File: src/rtl/pc_fetch_unit.sv
// Instruction-fetch stage: PC register, req/ready fetch FSM, one-entry skid buffer and IF/ID register.
// Optional performance counters are enabled with `define FETCH_PERF_CNT_EN.
module pc_fetch_unit #(
    parameter logic [31:0] RESET_PC  = 32'h0000_0000,
    parameter logic [31:0] NOP_INSTR = 32'h0000_0000
) (
    input  logic        Clk,
    input  logic        Rst,
    input  logic [31:0] NextPc,
    input  logic        Redirect,
    input  logic        Stall,
    output logic        IMemReq,
    output logic [31:0] IMemAddr,
    input  logic        IMemReady,
    input  logic [31:0] IMemRdata,
    output logic [31:0] FetchPc,
    output logic [31:0] IfIdInstr,
    output logic [31:0] IfIdPcP4,
    output logic        IfIdValid
`ifdef FETCH_PERF_CNT_EN
    ,
    output logic [31:0] StallCycles,
    output logic [31:0] FlushCount,
    output logic [31:0] FetchCount
`endif
);

    typedef enum logic [1:0] {StIdle, StFetch, StHold, StDrain} state_e;

    state_e      state_q, state_d;
    logic [31:0] pc_q, pc_d;
    logic [31:0] redir_pc_q, redir_pc_d;
    logic [31:0] skid_instr_q, skid_instr_d;
    logic [31:0] skid_pcp4_q, skid_pcp4_d;
    logic [31:0] instr_q, instr_d;
    logic [31:0] pcp4_q, pcp4_d;
    logic        valid_q, valid_d;
    logic        accept;
    logic [31:0] pc_plus4;
    logic [31:0] target;

    assign pc_plus4 = pc_q + 32'd4;
    assign target   = {NextPc[31:2], 2'b00};

    always_comb begin
        state_d      = state_q;
        pc_d         = pc_q;
        redir_pc_d   = redir_pc_q;
        skid_instr_d = skid_instr_q;
        skid_pcp4_d  = skid_pcp4_q;
        instr_d      = instr_q;
        pcp4_d       = pcp4_q;
        valid_d      = valid_q;
        IMemReq      = 1'b0;
        accept       = 1'b0;

        unique case (state_q)
            StIdle: begin
                state_d = StFetch;
                if (Redirect) pc_d = target;
            end
            StFetch: begin
                IMemReq = 1'b1;
                if (IMemReady) begin
                    if (Redirect) begin
                        pc_d = target;
                    end else begin
                        accept = 1'b1;
                        pc_d   = pc_plus4;
                        if (Stall) begin
                            skid_instr_d = IMemRdata;
                            skid_pcp4_d  = pc_plus4;
                            state_d      = StHold;
                        end else begin
                            instr_d = IMemRdata;
                            pcp4_d  = pc_plus4;
                            valid_d = 1'b1;
                        end
                    end
                end else if (Redirect) begin
                    // Response still owed for pc_q; park the target until it arrives.
                    redir_pc_d = target;
                    state_d    = StDrain;
                end
            end
            StHold: begin
                if (Redirect) begin
                    pc_d    = target;
                    state_d = StFetch;
                end else if (!Stall) begin
                    instr_d = skid_instr_q;
                    pcp4_d  = skid_pcp4_q;
                    valid_d = 1'b1;
                    state_d = StFetch;
                end
            end
            StDrain: begin
                IMemReq = 1'b1;
                if (IMemReady) begin
                    pc_d    = Redirect ? target : redir_pc_q;
                    state_d = StFetch;
                end else if (Redirect) begin
                    redir_pc_d = target;
                end
            end
        endcase

        // Any redirect kills the IF/ID entry; PC+4 field is left as is.
        if (Redirect) begin
            valid_d = 1'b0;
            instr_d = NOP_INSTR;
        end
    end

    always_ff @(posedge Clk) begin
        if (Rst) begin
            state_q      <= StIdle;
            pc_q         <= RESET_PC;
            redir_pc_q   <= RESET_PC;
            skid_instr_q <= NOP_INSTR;
            skid_pcp4_q  <= 32'd0;
            instr_q      <= NOP_INSTR;
            pcp4_q       <= 32'd0;
            valid_q      <= 1'b0;
        end else begin
            state_q      <= state_d;
            pc_q         <= pc_d;
            redir_pc_q   <= redir_pc_d;
            skid_instr_q <= skid_instr_d;
            skid_pcp4_q  <= skid_pcp4_d;
            instr_q      <= instr_d;
            pcp4_q       <= pcp4_d;
            valid_q      <= valid_d;
        end
    end

    assign IMemAddr  = pc_q;
    assign FetchPc   = pc_q;
    assign IfIdInstr = instr_q;
    assign IfIdPcP4  = pcp4_q;
    assign IfIdValid = valid_q;

`ifdef FETCH_PERF_CNT_EN
    logic [31:0] stall_cnt_q, flush_cnt_q, fetch_cnt_q;

    always_ff @(posedge Clk) begin
        if (Rst) begin
            stall_cnt_q <= 32'd0;
            flush_cnt_q <= 32'd0;
            fetch_cnt_q <= 32'd0;
        end else begin
            if (Stall && valid_q) stall_cnt_q <= stall_cnt_q + 32'd1;
            if (Redirect)         flush_cnt_q <= flush_cnt_q + 32'd1;
            if (accept)           fetch_cnt_q <= fetch_cnt_q + 32'd1;
        end
    end

    assign StallCycles = stall_cnt_q;
    assign FlushCount  = flush_cnt_q;
    assign FetchCount  = fetch_cnt_q;
`else
    logic unused_accept;
    assign unused_accept = accept;
`endif

endmodule

File: config.mk
export PLATFORM = sky130hd
export DESIGN_NAME = pc_fetch_unit
export DESIGN_NICKNAME = d
export VERILOG_FILES = /design/src/rtl/pc_fetch_unit.sv
export SDC_FILE = /design/constraint.sdc
export NUM_CORES = 1
export LEC_CHECK = 0
export ABC_AREA = 1
export CAP_MARGIN = 10
export CORE_UTILIZATION = 25
export CTS_CLUSTER_SIZE = 8
export DETAILED_ROUTE_END_ITERATION = 16
export PLACE_DENSITY = 0.43
export SYNTH_ARGS = -nofsm -noshare
export SYNTH_HDL_FRONTEND = slang
export SYNTH_SLANG_ARGS = --single-unit
File: constraint.sdc
create_clock -name Clk -period 1.8 [get_ports Clk]
set_clock_uncertainty 0.05 [all_clocks]
set_input_delay 0.18 -clock Clk [delete_from_list [all_inputs] [get_ports Clk]]
set_output_delay 0.18 -clock Clk [all_outputs]
set_load 0.02 [all_outputs]
==> results of run 1 <==
worst max path at each step:
stage / endpoint / slack [ns] / depth (start not counted)
3_5_place_dp: IfIdPcP4[16]$_SDFFE_PP0P_ / -0.08 / 9
4_1_cts: IMemReq / -0.08 / 6
3_3_place_gp: IfIdPcP4[27]$_SDFFE_PP0P_ / -0.07 / 9
5_1_grt: FetchPc[24]$_SDFFE_PP0P_ / -0.13 / 12
6_report: FetchPc[20]$_SDFFE_PP0P_ / -0.03 / 12
2_1_floorplan: skid_pcp4_q[28]$_SDFFE_PP0P_ / 0.08 / 9
cells in the mapped netlist (2+ instances only):
| master | number | share of area |
|---|---|---|
| xnor2_1 | 4 | 0.0036 |
| clkbuf_1 | 68 | 0.027 |
| a31oi_1 | 48 | 0.031 |
| buf_1 | 5 | 0.0020 |
| nor2_4 | 7 | 0.0082 |
| xor2_2 | 3 | 0.0051 |
| ha_1 | 5 | 0.0065 |
| nor3_1 | 2 | 0.0010 |
| xor2_1 | 8 | 0.0073 |
| nand3b_1 | 6 | 0.0047 |
| inv_2 | 9 | 0.0035 |
| dfxtp_1 | 195 | 0.41 |
| and2_1 | 8 | 0.0052 |
| buf_2 | 14 | 0.0073 |
| buf_4 | 40 | 0.031 |
| inv_1 | 71 | 0.028 |
| nand2_1 | 324 | 0.13 |
| o21ai_0 | 163 | 0.085 |
| a211oi_1 | 2 | 0.0016 |
| nor2_1 | 197 | 0.077 |
| nand3_1 | 25 | 0.013 |
| o21ai_1 | 51 | 0.027 |
| nor2_2 | 4 | 0.0026 |
| o211ai_1 | 19 | 0.015 |
| a21oi_1 | 132 | 0.069 |
critical path, stage by stage (launching register included):
cell and delay [ns]:
dfxtp_4 0.39, ha_4 0.15, nand2_4 0.05, nor2_4 0.15
nand2_4 0.11, nor2_4 0.23, buf_4 0.15, nand2_1 0.04
nand2_1 0.07, nand3_1 0.08, nand2_1 0.07, o21ai_0 0.08
a21oi_1 0.13
per-stage QoR:
stage / setup WS, ns / hold slack [ns] / cells
after CTS: -0.0839 / 0.250 / 2152
after floorplan: 0.0848 / 0.265 / 1417
final: -0.0318 / 0.274 / 2163
after global routing: -0.128 / 0.263 / 2163
after detailed placement: -0.0782 / 0.394 / 2116
after global placement: -0.0679 / 0.397 / 2116
flip-flops by register name (all words and copies together) (netlist names):
signal / cells
FetchPc: 32
IfIdInstr: 32
IfIdPcP4: 32
redir_pc_q: 32
skid_instr_q: 32
skid_pcp4_q: 32
state_q: 2
IfIdValid: 1
routing by layer:
| metal | share of wire | up-vias | track usage |
|---|---|---|---|
| met5 | 0 | - | 0 |
| met4 | 0.019 | 0 | 0.0540 |
| met3 | 0.047 | 38 | 0.0327 |
| met2 | 0.44 | 226 | 0.270 |
| met1 | 0.49 | 4546 | 0.253 |
| li1 | - | 5079 | - |
timing repair:
| item | in CTS | in global routing |
|---|---|---|
| gates cloned | 2 | 1 |
| buffers inserted | 2 | 10 |
| endpoints found under the setup margin | 168 | 197 |
| pin swaps | 10 | 21 |
| gates resized for setup | 83 | 86 |
power by group:
group          total (mW)  internal, mW  switching, mW
sequential           5.11          4.77          0.336
clock                3.89          1.92           1.97
combinational        5.02          2.13           2.89
total                14.0          8.83           5.20
logic make-up after synthesis:
| family | synth area share |
|---|---|
| AOI/OAI and AO/OA | 0.231 |
| adders and majority gates | 0.00651 |
| xor gates and xnor gates | 0.0160 |
| DFF | 0.406 |
| and+or+nand+nor | 0.241 |
| buffers and inverters | 0.0987 |
layout make-up:
class                      instances  area share
multi-input combinational       1014       0.366
sequential                       195       0.286
timing repair buffer             330       0.235
tap                              511      0.0466
clock buffer                      19      0.0330
inverter                          81      0.0226
clock inverter                    13     0.00984
==> reports/results.tsv, run 1 <==
stage	metric	value	unit
finish	seqCellArea	3930	um^2
clocking	postCtsHoldBufs	0	
timing	rsz0062_at_grt	yes	
floorplanning	die_y	198	um
floorplanning	die-width	198	um
setup_path	worst_r2r_path_depth	12	
global_routing	grt_pass1_wl	53600	um
drt	firstDrtPassIters	5	
timing	relSlewSlack	0.760	
placed_design	io_buffers	196	
floorplanning	pin_count	199	
power	power	14.0	mW
timing	slew_violations	0	
floorplanning	design.die.area	39200	um^2
placed_design	placed_area	12700	um^2
synth	synth_area	9610	um^2
timing	setup_viol	2	
finish	layout_commonest_cell	nand2_1	
placed_design	place_hpwl	24000	um
drt	avgRoutedWirePerCell	16.1	um
finish	diodes	0	
placed_design	gp_congestion	0.798	
synth	synthCells	1417	
floorplanning	core_area	37800	um^2
setup_path	cp.arrival	2.17	ns
floorplanning	rows	71	
finish	areaGrowthSynthToFinish	43.0	%
floorplanning	initial_core_util	0.254	
timing	fin_crit	1.83	ns
power	p_per_area	1020	nW/um^2
finish	drive_gt1_frac	0.158	
timing	tns	-0.0329	ns
drt	antenna_left	0	
finish	final_area	13700	um^2
setup_path	crit_type	flop to flop	
synth	ys_seq_area_frac	0.406	
setup_path	crit_path_start_kind	flop	
clocking	cts_sinks	195	
drt	routed_via_density	4.57	
synth	synthesis.area_per_instance	6.78	um^2
clocking	clockBufferDepth	2	
timing	tightest_slew	0.359	ns
setup_path	cp_max_fo	5	
clocking	clockRootBuffer	clkbuf_16	
drt	finalWirelength	34800	um
synth	ys_warn_count	0	
synth	synth_flop_cell	dfxtp_1	
finish	final_cell_mix	nand2_1, nor2_1, dfxtp_1	
timing	finalHoldViolations	0	
global_routing	antenna_found_initial	0	
clocking	tritoncts	built	
global_routing	grt_max_degree	75	
drt	num_vias	9889	
setup_path	endpoint_kind	flop	
clocking	cts.clk_slew.worst_paths	0.08	ns
setup_path	startpoint	FetchPc[2]$_SDFFE_PP0P_	
min_path	hold_path_end	IfIdInstr[7]$_SDFFE_PP0P_	
finish	post-route-util	0.364	
finish	n_fill_cell	4034	
job	drv_cap	0	
synth	synth_nets	1491	
setup_path	r2r_start	FetchPc[2]$_SDFFE_PP0P_	
synth	ys_types	32	
drt	drc	0	
finish	multi_input_area	5030	um^2
synth	async_reset_ff_frac	0	
finish	final_nets	1713	
timing	period_share	1.02	
clocking	cts_made_buffers	17	
timing	worst_slack	-0.0318	ns
min_path	hold_path.class	input pin to flop	
power	leakagePower	5.92	nW
setup_path	r2r_setup_slack	-0.03	ns
clocking	clock_latency	0.46	ns
timing	clock.fmax	546	MHz
clocking	htreeDepth	4	
outcome	status	complete, but fails checks	
synth	ys_ff_latch	195	
setup_path	r2r_end	FetchPc[20]$_SDFFE_PP0P_	
min_path	hold_depth	3	
outcome	violations	setup timing	
global_routing	grt_pass1_vias	9238	
min_path	min-delay-start	IMemRdata[7]	
synth	synth_edf_count	0	
setup_path	crit_required	2.14	ns
power	irDropWorstVdd	0.639	mV
global_routing	overflow	0	
global_routing	grt_usage	0.178	
drt	drt-initial-drc-count	492	
Note: power is estimated with default switching activity, not from simulation.
==> inputs of run 2 (changes only) <==
--- a/config.mk
+++ b/config.mk
@@ -14,3 +14,4 @@
 export SYNTH_ARGS = -nofsm -noshare
 export SYNTH_HDL_FRONTEND = slang
 export SYNTH_SLANG_ARGS = --single-unit
+export TNS_END_PERCENT = 5
==> reports/results.tsv, run 2 (synthesis results as in run 1) <==
stage	metric	value	unit	change
clocking	htreeDepth	4		unchanged
power	switching_share	0.370		was 0.371
timing	period_share	1.00		was 1.02
global_routing	grt_pass1_vias	9164		was 9238
global_routing	antenna_found_initial	0		unchanged
setup_path	crit_path_start_kind	flop		unchanged
power	leakagePower	5.90	nW	was 5.92 nW
floorplanning	core_area	37800	um^2	unchanged
setup_path	crit_type	flop to flop		unchanged
drt	drc	0		unchanged
floorplanning	die-width	198	um	unchanged
power	p_per_area	1020	nW/um^2	about the same
clocking	cts.clk_slew.worst_paths	0.07	ns	was 0.08 ns
power	p_comb_frac	0.355		was 0.358
outcome	violations	setup timing		unchanged
placed_design	io_buffers	196		unchanged
timing	setup_viol	1		was 2
min_path	hold_path.class	input pin to flop		unchanged
drt	finalWirelength	34500	um	was 34800 um
timing	finalHoldViolations	0		unchanged
finish	final_nets	1709		was 1713
finish	post-route-util	0.361		was 0.364
placed_design	place_hpwl	24000	um	unchanged
timing	fin_crit	1.80	ns	was 1.83 ns
setup_path	crit_required	2.14	ns	about the same
placed_design	gp_congestion	0.798		unchanged
finish	stdcell_count	2159		was 2163
finish	drive_gt1_frac	0.150		was 0.158
clocking	clock_latency	0.46	ns	about the same
floorplanning	die_y	198	um	unchanged
finish	layout_commonest_cell	nand2_1		unchanged
timing	relSlewSlack	0.748		was 0.760
power	irDropWorstVdd	0.648	mV	was 0.639 mV
finish	areaGrowthSynthToFinish	41.8	%	was 43.0%
finish	diodes	0		unchanged
global_routing	grt_max_degree	75		unchanged
drt	antenna_left	0		unchanged
timing	clock.fmax	554	MHz	was 546 MHz
clocking	tritoncts	built		unchanged
global_routing	grt_pass1_wl	53000	um	was 53600 um
timing	rsz0062_at_grt	yes		unchanged
power	clkPwrFrac	0.279		was 0.278
drt	num_vias	9819		was 9889
finish	n_fill_cell	4040		was 4034
clocking	cts_made_buffers	17		unchanged
power	internal-power	8.77	mW	was 8.83 mW
finish	final_cell_mix	nand2_1, nor2_1, dfxtp_1		unchanged
floorplanning	rows	71		unchanged
drt	routed_via_density	4.55		was 4.57
clocking	cts_sinks	195		unchanged
floorplanning	initial_core_util	0.254		unchanged
job	drv_cap	0		unchanged
global_routing	overflow	0		unchanged
setup_path	cp_max_fo	5		unchanged
global_routing	grt_usage	0.176		was 0.178
outcome	status	complete, but fails checks		unchanged
clocking	clockBufferDepth	2		unchanged
setup_path	endpoint_kind	flop		unchanged
timing	slew_violations	0		unchanged
power	seq_power_share	0.366		was 0.364
setup_path	cp.arrival	2.14	ns	was 2.17 ns
power	p_switching	5.16	mW	was 5.20 mW
clocking	clockRootBuffer	clkbuf_16		unchanged
placed_design	dp_cells	2116		unchanged
timing	tns	-0.00397	ns	was -0.0329 ns
drt	firstDrtPassIters	7		was 5
drt	drt-initial-drc-count	536		was 492
timing	worst_slack	-0.00397	ns	was -0.0318 ns
timing	tightest_slew	0.378	ns	was 0.359 ns
floorplanning	design.die.area	39200	um^2	unchanged
floorplanning	pin_count	199		unchanged
drt	avgRoutedWirePerCell	16.0	um	was 16.1 um
run 2: cell types whose count changed in the layout (fill, tap and decap cells not counted), sizes merged:
cell	change
buf	-4
bufbuf	-1
clkbuf	+1
dlygate4sd2	-1
dlymetal6s2s	+1
run 2: final timing paths:
| check | slack (ns) | cells past startpoint | start | end |
|---|---|---|---|---|
| setup / recovery | -0.004 | 11 | FetchPc[3]$_SDFFE_PP0P_ | FetchPc[26]$_SDFFE_PP0P_ |
| hold / removal | 0.27 | 3 | IMemRdata[7] | IfIdInstr[7]$_SDFFE_PP0P_ |
| hold reg to reg | 0.40 | 2 | redir_pc_q[0]$_SDFFE_PP0P_ | redir_pc_q[0]$_SDFFE_PP0P_ |
| setup reg to reg | -0.004 | 11 | FetchPc[3]$_SDFFE_PP0P_ | FetchPc[26]$_SDFFE_PP0P_ |
run 2: cell type report:
class / instances / area, um^2 / area share
clock inverters: 13 / 135 / 0.00992
repair buffers: 326 / 3180 / 0.233
clock buffers: 19 / 453 / 0.0333
inverters: 81 / 310 / 0.0228
flip-flops and latches: 195 / 3930 / 0.288
well taps: 511 / 639 / 0.0469
multi-input cells: 1014 / 4980 / 0.366
run 2: timing repair:
item | 4_1_cts | 5_1_grt
gates cloned | 0 | 2
endpoints found under the setup margin | 168 | 196
pin swaps | 7 | 13
hold buffers | 0 | 0
setup buffers | 1 | 8
gates resized for setup | 78 | 71
run 2: power groups by stage:
| stage | Sequential [mW] | Clock [mW] | Combinational, mW |
|---|---|---|---|
| global placement | 5.17 | 0 | 4.92 |
| global route | 5.16 | 4.14 | 5.42 |
| CTS | 5.09 | 4.00 | 4.76 |
| floorplan | 5.50 | 0 | 2.24 |
| finish | 5.11 | 3.89 | 4.94 |
| detailed placement | 5.17 | 0 | 4.92 |
run 2: layer usage:
metal  GRT usage  wire (um)  up-vias
li1            -          -     5068
met1       0.251      17200     4503
met2       0.267      15200      217
met3      0.0325       1510       31
met4      0.0531        599        0
met5           0          0        -
run 2: critical path, cell delays in order, from the launching register on:
cell      delay [ns]
dfxtp_4         0.39
ha_4            0.16
nand2_4         0.05
nor2_4          0.15
nand2_4         0.12
nor2_4          0.25
nand3b_1        0.12
nand2_2         0.13
nand2_1         0.07
nand2_1         0.07
nand2_2         0.06
a21oi_2         0.12
run 2: metrics by stage:
stage | hold WS [ns] | worst slack, ns | instance area (um^2) | power, mW
after floorplan | 0.265 | 0.0848 | 9610 | 7.74
after global placement | 0.397 | -0.0679 | 12700 | 10.1
after detailed placement | 0.394 | -0.0782 | 12700 | 10.1
after CTS | 0.250 | -0.0609 | 13300 | 13.8
after global routing | 0.263 | -0.146 | 13600 | 14.7
final | 0.274 | -0.00397 | 13600 | 13.9
==> inputs of run 3 (changes only) <==
--- a/config.mk
+++ b/config.mk
@@ -11,7 +11,8 @@
 export CTS_CLUSTER_SIZE = 8
 export DETAILED_ROUTE_END_ITERATION = 16
 export PLACE_DENSITY = 0.43
+export SLEW_MARGIN = 5
 export SYNTH_ARGS = -nofsm -noshare
 export SYNTH_HDL_FRONTEND = slang
 export SYNTH_SLANG_ARGS = --single-unit
-export TNS_END_PERCENT = 5
+export TNS_END_PERCENT = 30
==> reports/results.tsv, run 3 (synthesis results as in run 1) <==
stage	metric	value	unit	change
job	drv_cap	0		unchanged
min_path	hold_path.class	input pin to flop		unchanged
drt	drt-initial-drc-count	504		was 536
finish	post-route-util	0.363		was 0.361
clocking	cts.clk_slew.worst_paths	0.08	ns	was 0.07 ns
setup_path	cp_max_fo	5		unchanged
floorplanning	core_area	37800	um^2	unchanged
outcome	violations	setup timing		unchanged
global_routing	antenna_found_initial	0		unchanged
timing	rsz0062_at_grt	yes		unchanged
finish	layout_commonest_cell	nand2_1		unchanged
floorplanning	rows	71		unchanged
clocking	tritoncts	built		unchanged
finish	drive_gt1_frac	0.161		was 0.150
global_routing	grt_max_degree	75		unchanged
drt	finalWirelength	34700	um	was 34500 um
power	power	14.0	mW	was 13.9 mW
clocking	clockRootBuffer	clkbuf_16		unchanged
global_routing	grt_pass1_vias	9174		was 9164
timing	fin_crit	1.84	ns	was 1.80 ns
drt	firstDrtPassIters	5		was 7
timing	timing.hold.ws	0.270	ns	was 0.274 ns
timing	worst_slack	-0.0420	ns	was -0.00397 ns
clocking	clockBufferDepth	2		unchanged
placed_design	io_buffers	196		unchanged
floorplanning	design.die.area	39200	um^2	unchanged
drt	antenna_left	0		unchanged
global_routing	grt_pass1_wl	53100	um	was 53000 um
timing	tightest_slew	0.373	ns	was 0.378 ns
setup_path	crit_required	2.14	ns	about the same
power	irDropWorstVdd	0.646	mV	was 0.648 mV
clocking	cts_sinks	195		unchanged
drt	drc	0		unchanged
setup_path	crit_type	flop to flop		unchanged
timing	setup_viol	1		unchanged
timing	finalHoldViolations	0		unchanged
clocking	htreeDepth	4		unchanged
floorplanning	die_y	198	um	unchanged
clocking	clock_latency	0.46	ns	about the same
setup_path	r2r_setup_slack	-0.04	ns	was -0.004 ns
placed_design	gp_congestion	0.798		unchanged
timing	period_share	1.02		was 1.00
clocking	cts_made_buffers	17		unchanged
outcome	status	complete, but fails checks		unchanged
drt	num_vias	9847		was 9819
power	leakagePower	5.91	nW	was 5.90 nW
finish	areaGrowthSynthToFinish	42.7	%	was 41.8%
global_routing	overflow	0		unchanged
setup_path	worst_r2r_path_depth	12		was 11
floorplanning	die-width	198	um	unchanged
drt	routed_via_density	4.55		about the same
placed_design	place_hpwl	24000	um	unchanged
setup_path	cp.arrival	2.19	ns	was 2.14 ns
finish	n_fill_cell	4040		unchanged
drt	avgRoutedWirePerCell	16.0	um	about the same
finish	diodes	0		unchanged
global_routing	grt_usage	0.176		about the same
finish	final_nets	1713		was 1709
placed_design	dp_cells	2116		unchanged
finish	stdcell_count	2163		was 2159
timing	slew_violations	0		unchanged
setup_path	endpoint_kind	flop		unchanged
floorplanning	initial_core_util	0.254		unchanged
timing	relSlewSlack	0.751		was 0.748
timing	tns	-0.0420	ns	was -0.00397 ns
min_path	hold_depth	3		unchanged
power	p_per_area	1020	nW/um^2	about the same
finish	final_cell_mix	nand2_1, nor2_1, dfxtp_1		unchanged
floorplanning	pin_count	199		unchanged
setup_path	crit_path_start_kind	flop		unchanged
timing	clock.fmax	543	MHz	was 554 MHz
==> run 3: cell count changes in the layout (fill, tap and decap cells not counted), moves of 2 or more <==
cell     delta
buf_4       +5
buf_6       -2
a21oi_1     -5
dfxtp_1     -2
dfxtp_4     +2
nand2_1     -2
nand3_2     +2
nor2_4      +2
nand3_1     -2
a21oi_2     +5
nand2_2     +2
==> run 3: final timing paths <==
check | startpoint | end
worst min-delay path | IMemRdata[7] | IfIdInstr[7]$_SDFFE_PP0P_
worst min register to register | redir_pc_q[0]$_SDFFE_PP0P_ | redir_pc_q[0]$_SDFFE_PP0P_
worst max-delay path | FetchPc[2]$_SDFFE_PP0P_ | FetchPc[20]$_SDFFE_PP0P_
worst max register to register | FetchPc[2]$_SDFFE_PP0P_ | FetchPc[20]$_SDFFE_PP0P_
==> run 3: per-stage QoR <==
| step | instance area [um^2] | worst slack, ns |
|---|---|---|
| 2_1_floorplan | 9610 | 0.0848 |
| 3_3_place_gp | 12700 | -0.0679 |
| 3_5_place_dp | 12700 | -0.0782 |
| 4_1_cts | 13300 | -0.0839 |
| 5_1_grt | 13700 | -0.119 |
| 6_report | 13700 | -0.0420 |
==> run 3: area by class of cell <==
type | instances | area (um^2) | share of cell area
clock buffers | 19 | 453 | 0.0331
clock inverters | 13 | 135 | 0.00986
inverters | 81 | 310 | 0.0226
multi-input cells | 1014 | 5030 | 0.367
flip-flops and latches | 195 | 3930 | 0.287
well taps | 511 | 639 | 0.0467
repair buffers | 330 | 3210 | 0.234
==> run 3: routing by layer <==
layer	track usage	part of all wire	up-vias	wire [um]
li1	-	-	5073	-
met1	0.251	0.50	4528	17300
met2	0.267	0.44	212	15300
met3	0.0325	0.042	34	1450
met4	0.0531	0.018	0	622
met5	0	0	-	0
==> run 3: worst max-delay path, stage by stage, from the launching register on <==
cell	delay, ns
dfxtp_4	0.39
ha_4	0.15
nand2_4	0.05
nor2_4	0.15
nand2_4	0.12
nor2_4	0.24
buf_4	0.15
nand2_1	0.04
nand2_1	0.07
nand3_1	0.08
nand2_1	0.07
o21ai_0	0.08
a21oi_1	0.12
==> run 3: where the power goes <==
part	leakage (nW)	switching, mW	internal [mW]
Clock	0.292	1.97	1.92
Combinational	4.03	2.89	2.10
Sequential	1.60	0.336	4.77
==> run 3: repair_timing <==
item                       CTS  global route
setup buffers                1            12
cloned                       0             2
pin swaps                    9            19
gates resized for setup     80            87
hold buffers                 0             0
setup endpoints to repair  168           198
